[config.mk]
export PLATFORM = sky130hd
export DESIGN_NAME = reli_csr_ctrl_flat
export DESIGN_NICKNAME = d
export VERILOG_FILES = /design/src/rtl/reli_csr_ctrl_if.sv /design/src/rtl/reli_csr_ctrl.sv /design/src/flat_wrapper.sv
export SDC_FILE = /design/constraint.sdc
export NUM_CORES = 1
export LEC_CHECK = 0
export ABC_AREA = 1
export BUFFER_PORTS_ARGS = -buffer_cell sky130_fd_sc_hd__buf_2
export CAP_MARGIN = 10
export CELL_PAD_IN_SITES_DETAIL_PLACEMENT = 1
export CELL_PAD_IN_SITES_GLOBAL_PLACEMENT = 2
export CORE_UTILIZATION = 28
export CTS_CLUSTER_SIZE = 8
export DETAILED_ROUTE_END_ITERATION = 8
export PLACE_DENSITY_LB_ADDON = 0.1
export REMOVE_ABC_BUFFERS = 1
export SLEW_MARGIN = 15
export SYNTH_ARGS = -nofsm -noshare
export SYNTH_HDL_FRONTEND = slang
export SYNTH_SLANG_ARGS = --single-unit
[constraint.sdc]
create_clock -name clk -period 2 [get_ports clk]
set_input_delay 0.2 -clock clk [delete_from_list [all_inputs] [get_ports clk]]
set_output_delay 0.2 -clock clk [all_outputs]
set_load 0.02 [all_outputs]
[src/rtl/reli_csr_ctrl_if.sv]
// CSR bus interfaces: the single upstream register port and the per-slave
// fan-out bus used by the reliable-TX CSR access controller.

interface reli_csr_if #(
    parameter int ADDR_W = 16,
    parameter int DATA_W = 32,
    parameter int STRB_W = DATA_W / 8
);
    logic [ADDR_W-1:0] wr_addr;
    logic [DATA_W-1:0] wr_data;
    logic [STRB_W-1:0] wr_strb;
    logic              wr_en;
    logic              wr_wait;
    logic              wr_ack;
    logic [ADDR_W-1:0] rd_addr;
    logic              rd_en;
    logic [DATA_W-1:0] rd_data;
    logic              rd_wait;
    logic              rd_ack;

    modport master (
        output wr_addr, wr_data, wr_strb, wr_en, rd_addr, rd_en,
        input  wr_wait, wr_ack, rd_data, rd_wait, rd_ack
    );
    modport slave (
        input  wr_addr, wr_data, wr_strb, wr_en, rd_addr, rd_en,
        output wr_wait, wr_ack, rd_data, rd_wait, rd_ack
    );
endinterface

// Fan-out bus: shared address/data, one enable/ack bit per slave and
// per-slave read data packed slave i at [i*DATA_W +: DATA_W].
interface reli_csr_fan_if #(
    parameter int ADDR_W  = 16,
    parameter int DATA_W  = 32,
    parameter int STRB_W  = DATA_W / 8,
    parameter int NUM_SLV = 3
);
    logic [ADDR_W-1:0]         wr_addr;
    logic [DATA_W-1:0]         wr_data;
    logic [STRB_W-1:0]         wr_strb;
    logic [NUM_SLV-1:0]        wr_en;
    logic [NUM_SLV-1:0]        wr_ack;
    logic [ADDR_W-1:0]         rd_addr;
    logic [NUM_SLV-1:0]        rd_en;
    logic [NUM_SLV*DATA_W-1:0] rd_data;
    logic [NUM_SLV-1:0]        rd_ack;

    modport master (
        output wr_addr, wr_data, wr_strb, wr_en, rd_addr, rd_en,
        input  wr_ack, rd_data, rd_ack
    );
    modport slave (
        input  wr_addr, wr_data, wr_strb, wr_en, rd_addr, rd_en,
        output wr_ack, rd_data, rd_ack
    );
endinterface

[src/rtl/reli_csr_ctrl.sv]
// CSR access controller: page-decodes one upstream CSR port onto three slaves,
// serialises accesses, and serves a local status page with slave-timeout stats.

module reli_csr_ctrl #(
    parameter int                          CSR_ADDR_WIDTH = 16,
    parameter int                          CSR_DATA_WIDTH = 32,
    parameter int                          CSR_STRB_WIDTH = CSR_DATA_WIDTH / 8,
    parameter logic [3:0]                  PSR_PAGE       = 4'h1,
    parameter logic [3:0]                  MAU_PAGE       = 4'h2,
    parameter logic [3:0]                  DEP_PAGE       = 4'h7,
    parameter logic [3:0]                  LOCAL_PAGE     = 4'h0,
    parameter int                          TIMEOUT        = 1024,
    parameter logic [CSR_DATA_WIDTH-1:0]   ERR_DATA       = 32'hBADC0DE0,
    parameter logic [CSR_DATA_WIDTH-1:0]   BLOCK_ID       = 32'h52540001
) (
    input  logic             clk,
    input  logic             rst_n,
    reli_csr_if.slave        s,
    reli_csr_fan_if.master   m,
    output logic             timeout_irq
);

    localparam int NUM_SLV = 3;
    localparam int SEL_W   = 2;
    localparam int OFS_W   = CSR_ADDR_WIDTH - 4;
    localparam int CNT_W   = (TIMEOUT > 2) ? $clog2(TIMEOUT) : 1;
    localparam logic [NUM_SLV*4-1:0] SLV_PAGES = {DEP_PAGE, MAU_PAGE, PSR_PAGE};

    typedef enum logic [2:0] {
        IDLE,
        WR_FWD,
        RD_FWD,
        LOCAL,
        RESP
    } state_t;

    state_t                       state_reg;
    logic                         is_wr_reg;
    logic [SEL_W-1:0]             sel_reg;
    logic [CSR_ADDR_WIDTH-1:0]    addr_reg;
    logic [CSR_DATA_WIDTH-1:0]    data_reg;
    logic [CSR_STRB_WIDTH-1:0]    strb_reg;
    logic [CNT_W-1:0]             cnt_reg;
    logic [CSR_DATA_WIDTH-1:0]    timeout_cnt_reg;
    logic [CSR_ADDR_WIDTH-1:0]    last_to_addr_reg;
    logic [CSR_DATA_WIDTH-1:0]    rd_data_reg;
    logic                         wr_ack_reg;
    logic                         rd_ack_reg;
    logic                         irq_reg;

    logic [CSR_ADDR_WIDTH-1:0]    req_addr;
    logic [3:0]                   req_page;
    logic [NUM_SLV-1:0]           req_hit;
    logic [SEL_W-1:0]             req_idx;
    logic [CSR_DATA_WIDTH-1:0]    slv_rd_data [NUM_SLV];
    logic [NUM_SLV-1:0]           sel_onehot;
    logic                         slv_ack;
    logic                         busy;
    logic [CSR_DATA_WIDTH-1:0]    local_rd_data;

    // A simultaneous write and read is resolved in favour of the write.
    assign req_addr = s.wr_en ? s.wr_addr : s.rd_addr;
    assign req_page = req_addr[CSR_ADDR_WIDTH-1 -: 4];

    genvar gi;
    generate
        for (gi = 0; gi < NUM_SLV; gi++) begin : g_slv
            assign req_hit[gi]     = (req_page == SLV_PAGES[gi*4 +: 4]);
            assign slv_rd_data[gi] = m.rd_data[gi*CSR_DATA_WIDTH +: CSR_DATA_WIDTH];
        end
    endgenerate

    always_comb begin
        req_idx = '0;
        for (int i = 0; i < NUM_SLV; i++) begin
            if (req_hit[i]) begin
                req_idx = SEL_W'(i);
            end
        end
    end

    assign sel_onehot = NUM_SLV'(1) << sel_reg;
    assign slv_ack    = is_wr_reg ? m.wr_ack[sel_reg] : m.rd_ack[sel_reg];

    always_comb begin
        local_rd_data = ERR_DATA;
        if (addr_reg[CSR_ADDR_WIDTH-1 -: 4] == LOCAL_PAGE) begin
            case (addr_reg[OFS_W-1:0])
                OFS_W'(12'h000): local_rd_data = BLOCK_ID;
                OFS_W'(12'h004): local_rd_data = timeout_cnt_reg;
                OFS_W'(12'h008): local_rd_data = CSR_DATA_WIDTH'(last_to_addr_reg);
                default:         local_rd_data = ERR_DATA;
            endcase
        end
    end

    // Slave enables decode straight from the state register so that an
    // asynchronous reset drops them without waiting for a clock edge.
    assign m.wr_en   = (state_reg == WR_FWD) ? sel_onehot : '0;
    assign m.rd_en   = (state_reg == RD_FWD) ? sel_onehot : '0;
    assign m.wr_addr = addr_reg;
    assign m.rd_addr = addr_reg;
    assign m.wr_data = data_reg;
    assign m.wr_strb = strb_reg;

    assign busy      = (state_reg == WR_FWD) || (state_reg == RD_FWD) || (state_reg == LOCAL);
    assign s.wr_wait = busy && (is_wr_reg || s.wr_en);
    assign s.rd_wait = busy && (!is_wr_reg || s.rd_en);
    assign s.wr_ack  = wr_ack_reg;
    assign s.rd_ack  = rd_ack_reg;
    assign s.rd_data = rd_data_reg;
    assign timeout_irq = irq_reg;

    always_ff @(posedge clk or negedge rst_n) begin
        if (!rst_n) begin
            state_reg        <= IDLE;
            is_wr_reg        <= 1'b0;
            sel_reg          <= '0;
            addr_reg         <= '0;
            data_reg         <= '0;
            strb_reg         <= '0;
            cnt_reg          <= '0;
            timeout_cnt_reg  <= '0;
            last_to_addr_reg <= '0;
            rd_data_reg      <= '0;
            wr_ack_reg       <= 1'b0;
            rd_ack_reg       <= 1'b0;
            irq_reg          <= 1'b0;
        end else begin
            wr_ack_reg <= 1'b0;
            rd_ack_reg <= 1'b0;
            irq_reg    <= 1'b0;
            case (state_reg)
                IDLE: begin
                    if (s.wr_en || s.rd_en) begin
                        is_wr_reg <= s.wr_en;
                        addr_reg  <= req_addr;
                        sel_reg   <= req_idx;
                        cnt_reg   <= '0;
                        if (s.wr_en) begin
                            data_reg <= s.wr_data;
                            strb_reg <= s.wr_strb;
                        end
                        if (|req_hit) begin
                            state_reg <= s.wr_en ? WR_FWD : RD_FWD;
                        end else begin
                            state_reg <= LOCAL;
                        end
                    end
                end
                WR_FWD, RD_FWD: begin
                    if (slv_ack) begin
                        state_reg <= RESP;
                        if (is_wr_reg) begin
                            wr_ack_reg <= 1'b1;
                        end else begin
                            rd_ack_reg  <= 1'b1;
                            rd_data_reg <= slv_rd_data[sel_reg];
                        end
                    end else if (cnt_reg == CNT_W'(TIMEOUT - 1)) begin
                        state_reg        <= RESP;
                        irq_reg          <= 1'b1;
                        last_to_addr_reg <= addr_reg;
                        if (timeout_cnt_reg != '1) begin
                            timeout_cnt_reg <= timeout_cnt_reg + 1'b1;
                        end
                        if (is_wr_reg) begin
                            wr_ack_reg <= 1'b1;
                        end else begin
                            rd_ack_reg  <= 1'b1;
                            rd_data_reg <= ERR_DATA;
                        end
                    end else begin
                        cnt_reg <= cnt_reg + 1'b1;
                    end
                end
                LOCAL: begin
                    // The local page is read-only: writes are acked and dropped.
                    state_reg <= RESP;
                    if (is_wr_reg) begin
                        wr_ack_reg <= 1'b1;
                    end else begin
                        rd_ack_reg  <= 1'b1;
                        rd_data_reg <= local_rd_data;
                    end
                end
                RESP: begin
                    state_reg <= IDLE;
                end
                default: begin
                    state_reg <= IDLE;
                end
            endcase
        end
    end

endmodule

[src/flat_wrapper.sv]
// flat-port wrapper written by rule: the top's interface ports become plain ports
module reli_csr_ctrl_flat 
#(
    parameter int                          CSR_ADDR_WIDTH = 16,
    parameter int                          CSR_DATA_WIDTH = 32,
    parameter int                          CSR_STRB_WIDTH = CSR_DATA_WIDTH / 8,
    parameter logic [3:0]                  PSR_PAGE       = 4'h1,
    parameter logic [3:0]                  MAU_PAGE       = 4'h2,
    parameter logic [3:0]                  DEP_PAGE       = 4'h7,
    parameter logic [3:0]                  LOCAL_PAGE     = 4'h0,
    parameter int                          TIMEOUT        = 1024,
    parameter logic [CSR_DATA_WIDTH-1:0]   ERR_DATA       = 32'hBADC0DE0,
    parameter logic [CSR_DATA_WIDTH-1:0]   BLOCK_ID       = 32'h52540001
)
  (clk, rst_n, timeout_irq, s_wr_addr, s_wr_data, s_wr_strb, s_wr_en, s_rd_addr, s_rd_en, s_wr_wait, s_wr_ack, s_rd_data, s_rd_wait, s_rd_ack, m_wr_addr, m_wr_data, m_wr_strb, m_wr_en, m_rd_addr, m_rd_en, m_wr_ack, m_rd_data, m_rd_ack);
  reli_csr_if #(.ADDR_W(16), .DATA_W(32), .STRB_W(4)) s_i ();
  reli_csr_fan_if #(.ADDR_W(16), .DATA_W(32), .STRB_W(4), .NUM_SLV(3)) m_i ();
  input  logic clk;
  input  logic rst_n;
  output logic timeout_irq;
  input wire logic [$bits(s_i.wr_addr)-1:0] s_wr_addr;
  input wire logic [$bits(s_i.wr_data)-1:0] s_wr_data;
  input wire logic [$bits(s_i.wr_strb)-1:0] s_wr_strb;
  input wire logic [$bits(s_i.wr_en)-1:0] s_wr_en;
  input wire logic [$bits(s_i.rd_addr)-1:0] s_rd_addr;
  input wire logic [$bits(s_i.rd_en)-1:0] s_rd_en;
  output wire logic [$bits(s_i.wr_wait)-1:0] s_wr_wait;
  output wire logic [$bits(s_i.wr_ack)-1:0] s_wr_ack;
  output wire logic [$bits(s_i.rd_data)-1:0] s_rd_data;
  output wire logic [$bits(s_i.rd_wait)-1:0] s_rd_wait;
  output wire logic [$bits(s_i.rd_ack)-1:0] s_rd_ack;
  output wire logic [$bits(m_i.wr_addr)-1:0] m_wr_addr;
  output wire logic [$bits(m_i.wr_data)-1:0] m_wr_data;
  output wire logic [$bits(m_i.wr_strb)-1:0] m_wr_strb;
  output wire logic [$bits(m_i.wr_en)-1:0] m_wr_en;
  output wire logic [$bits(m_i.rd_addr)-1:0] m_rd_addr;
  output wire logic [$bits(m_i.rd_en)-1:0] m_rd_en;
  input wire logic [$bits(m_i.wr_ack)-1:0] m_wr_ack;
  input wire logic [$bits(m_i.rd_data)-1:0] m_rd_data;
  input wire logic [$bits(m_i.rd_ack)-1:0] m_rd_ack;
  assign s_i.wr_addr = s_wr_addr;
  assign s_i.wr_data = s_wr_data;
  assign s_i.wr_strb = s_wr_strb;
  assign s_i.wr_en = s_wr_en;
  assign s_i.rd_addr = s_rd_addr;
  assign s_i.rd_en = s_rd_en;
  assign s_wr_wait = s_i.wr_wait;
  assign s_wr_ack = s_i.wr_ack;
  assign s_rd_data = s_i.rd_data;
  assign s_rd_wait = s_i.rd_wait;
  assign s_rd_ack = s_i.rd_ack;
  assign m_wr_addr = m_i.wr_addr;
  assign m_wr_data = m_i.wr_data;
  assign m_wr_strb = m_i.wr_strb;
  assign m_wr_en = m_i.wr_en;
  assign m_rd_addr = m_i.rd_addr;
  assign m_rd_en = m_i.rd_en;
  assign m_i.wr_ack = m_wr_ack;
  assign m_i.rd_data = m_rd_data;
  assign m_i.rd_ack = m_rd_ack;
  reli_csr_ctrl #(.CSR_ADDR_WIDTH(CSR_ADDR_WIDTH), .CSR_DATA_WIDTH(CSR_DATA_WIDTH), .CSR_STRB_WIDTH(CSR_STRB_WIDTH), .PSR_PAGE(PSR_PAGE), .MAU_PAGE(MAU_PAGE), .DEP_PAGE(DEP_PAGE), .LOCAL_PAGE(LOCAL_PAGE), .TIMEOUT(TIMEOUT), .ERR_DATA(ERR_DATA), .BLOCK_ID(BLOCK_ID)) u_core (.clk(clk), .rst_n(rst_n), .s(s_i), .m(m_i), .timeout_irq(timeout_irq));
endmodule
==> impl_results.md <==
- Yosys reg bits: 151
- Die ar.: approximately 32000 sq um
- HPWL after DPL: between 20 and 30 mm
- Placed standard-cell area: around 11000 sq um
- Register area: 3780 sq um
- Ant. Diodes: 0
- Global-route wire length before repair: between 50 and 60 mm
- CP max stage delay: 0.42 ns
- R2R depth: 10
- Initial Util: 28.6%
- TritonCTS clock tree: yes
- Area of the multi-input gates: 4380 sq um
- Endpoints failing setup: 0
- Slowest-stage cell, CP: dfrtp_1
- Critical path arrival: 1.68 ns
- Netlist cell types: 35
- Critical path class: flip-flop to output pin
- Failing checks: DRC
- Static leakage: roughly 6.4 nW
- Setup ws final: about 0.12 ns
- Setup tns final: 0 ns
- Final ANT Viol Nets: 0
- Synth-to-Final Area Change: 37.1%
- Total GRT Usage: 21.2%
- Root buffer cell: clkbuf_16
- Place WS: 0.0464 ns
- Clock network power share: 22.3%
- Fin crit share: a little over nine tenths
- Fillers: 3888
- Die W: 179 um
- Synth top area share: 42.9%
- Cells along the critical path: nor2_1 -> nand2_2 -> nand2_4 -> nor2_2 -> a21oi_1 -> buf_2
- Commonest non-fill, non-tap cell in the layout: nand2_1
- Vias in the first global route: 9484
- FP Rows: 64
- # H-tree levels: 4
- Most frequent cells in the layout: 554 x nand2_1, 283 x buf_2, 151 x dfrtp_1
- Drt wl/cell: ~17 um
- Clk sinks: 151
- DRT met1 WL: roughly 14 mm
- VDD IR max: approximately 0.66 mV
- Startpoint type of the worst setup path: flip-flop
- Chip Height: 179 um
- Grt total ovfl: 0
- Port bufs: 284
- Avg Synthesized Cell Area: 7.24 sq um
- DRC: 30
- Gate count of the mapped netlist: 1216
- Synth area leaders: dfrtp_1 43%, nand2_1 24%, nand3_1 4.8%, mux2_2 4.6%, nor2_1 4.5%
- Synth Cell Area: 8800 sq um
- Boundary Pins: 285
- Longest Clk Path Bufs: 2
- Seq/Total Area, Yosys: 42.9%
- Final Skew: 0.0111 ns
- CTS buffer count: 17
- Switching power: 6.76 mW
- Design Area, Final: 12100 sq um
- Tightest Pin Transition: between 0.6 and 0.7 ns
- CP Data Required Time: 1.80 ns
- Met2 WL: 17.5 mm
- Met3 WL: about 1.3 mm
- Portion of total power attributed to sequential cells: 30.2%
- Overall Power: 15.1 mW
- Via count: 9191
- Max cap viols: 0
- Hold Vio Cnt, Final: 0
- Final Max Slew Viols: 0
- Fraction of layout cells with a size suffix above 1: 29.6%
- Largest net degree at the start of global routing: 38
- Hold Path Class: input port to flip-flop
- Crit-path max FO: 6
- Power Dens Cells: 1250 nW/um^2
- Postcts setup bufs: 0
- RePlAce Congestion: 0.808
- Antenna violations before repair: 0
- Cell taking the most area after synthesis: dfrtp_1
- Result of the run: finished with violations
- Crit end category: output pin
- Detailed router's first-iteration violation count: 444
- Nets: 1755
- Sw Share: 44.9%
- Fmax: approximately 530 MHz
- DRT Pass-1 Iters: 7
- Final WL: 33.7 mm
- Gate power share: around 48%
- Core box area: a little over 30000 sq um
- Internal Power: 8.31 mW
- Vias/cell: between 4 and 5
- Hold depth: 3
- RSZ-0062 raised after global routing: yes
- Relative slew slack: between 50% and 60%
- Min Tclk post-route: between 1.5 and 2 ns
- Top Layer Used: met4
- Yosys warns: 0
- Worst skew pair latency: ~0.43 ns
- Clock transition at path regs: about 0.070 ns
critical path: cells and delay by family (launching register included):
kind                   cells  cell delay [ns]
buffers and inverters      1             0.19
AND/OR/NAND/NOR            4             0.51
AO/OA/AOI/OAI              1             0.13
flip-flops                 1             0.42
path summary, 6_finish.rpt:
kind	startpoint	end	slack (ns)
min	s_rd_addr[1]	u_core.m.rd_addr[1]	0.05
max in group asynchronous	rst_n	u_core.last_to_addr_reg[8]	1.12
min reg2reg	u_core.s.rd_data[6]	u_core.s.rd_data[6]	0.48
min in group asynchronous	rst_n	u_core.timeout_cnt_reg[19]	0.25
max reg2reg	u_core.cnt_reg[1]	u_core.s.rd_data[23]	0.17
max	u_core.state_reg[0]	s_rd_wait	0.12
power by group through the flow:
stage	Combinational, mW	Sequential [mW]	Clock, mW
after floorplan	2.89	5.80	0
after global placement	7.15	4.56	0
after detailed placement	7.18	4.61	0
after CTS	7.27	4.56	3.45
after global routing	7.92	4.69	3.57
final	7.16	4.55	3.35
cell usage after synthesis:
library cell,count
o21ai_0,34
nand3_4,1
xor2_1,20
mux2_2,36
nand2_2,3
nand3b_1,15
o21ai_1,1
nand4_1,20
nor2_2,6
nand2_1,555
nand2_4,1
nand3_1,84
clkbuf_2,1
clkinv_1,2
a21oi_1,21
clkbuf_1,15
inv_1,57
xnor2_1,3
nor2_4,3
o31ai_1,12
inv_4,1
o22ai_1,1
dfrtp_1,151
buf_1,2
nand3_2,1
ha_1,2
buf_6,13
and2_1,1
buf_4,19
inv_2,6
or2_2,1
nor3_1,9
a21oi_4,1
nor2_1,105
buf_2,13
per-layer routing:
metal | vias up | GRT usage (%)
met4 | 0 | 4.83
met1 | 4411 | 25.9
met3 | 24 | 3.86
li1 | 4576 | -
met5 | - | 0
met2 | 180 | 38.3
stage by stage:
step / util [%] / cells / hold slack (ns)
after global routing: 39.2 / 1988 / 0.0631
after floorplan: - / 1153 / -0.0956
after global placement: 36.0 / 1919 / 0.156
final: 39.2 / 1988 / 0.0506
after detailed placement: 36.0 / 1919 / 0.152
after CTS: 39.1 / 1988 / 0.0229
final cells by class:
| cell class | instances | share of cell area [%] |
|---|---|---|
| clock buffers | 17 | 3.53 |
| clock inverters | 15 | 1.40 |
| inverters | 66 | 2.09 |
| multi-input cells | 936 | 36.3 |
| flip-flops and latches | 151 | 31.3 |
| well taps | 396 | 4.11 |
| repair buffers | 407 | 21.2 |
kinds of logic (layout without fill, tap and decap cells):
kind of cell	Yosys count	count (layout)	synth area share, %
buffers and inverters	129	505	7.65
multiplexers	36	36	4.61
flip-flops	151	151	42.9
adder cells (fa/ha/maj)	2	2	0.284
XOR/XNOR	23	23	2.29
AND/OR/NAND/NOR	805	805	37.8
AO/OA/AOI/OAI	70	70	4.47
timing repair:
action	4_1_cts	5_1_grt
resized for setup	1	8
endpoints found under the hold margin	64	0
setup endpoints to repair	2	51
hold buffers	37	0
pin swaps	1	1
Power figures use the tool's default switching activity.
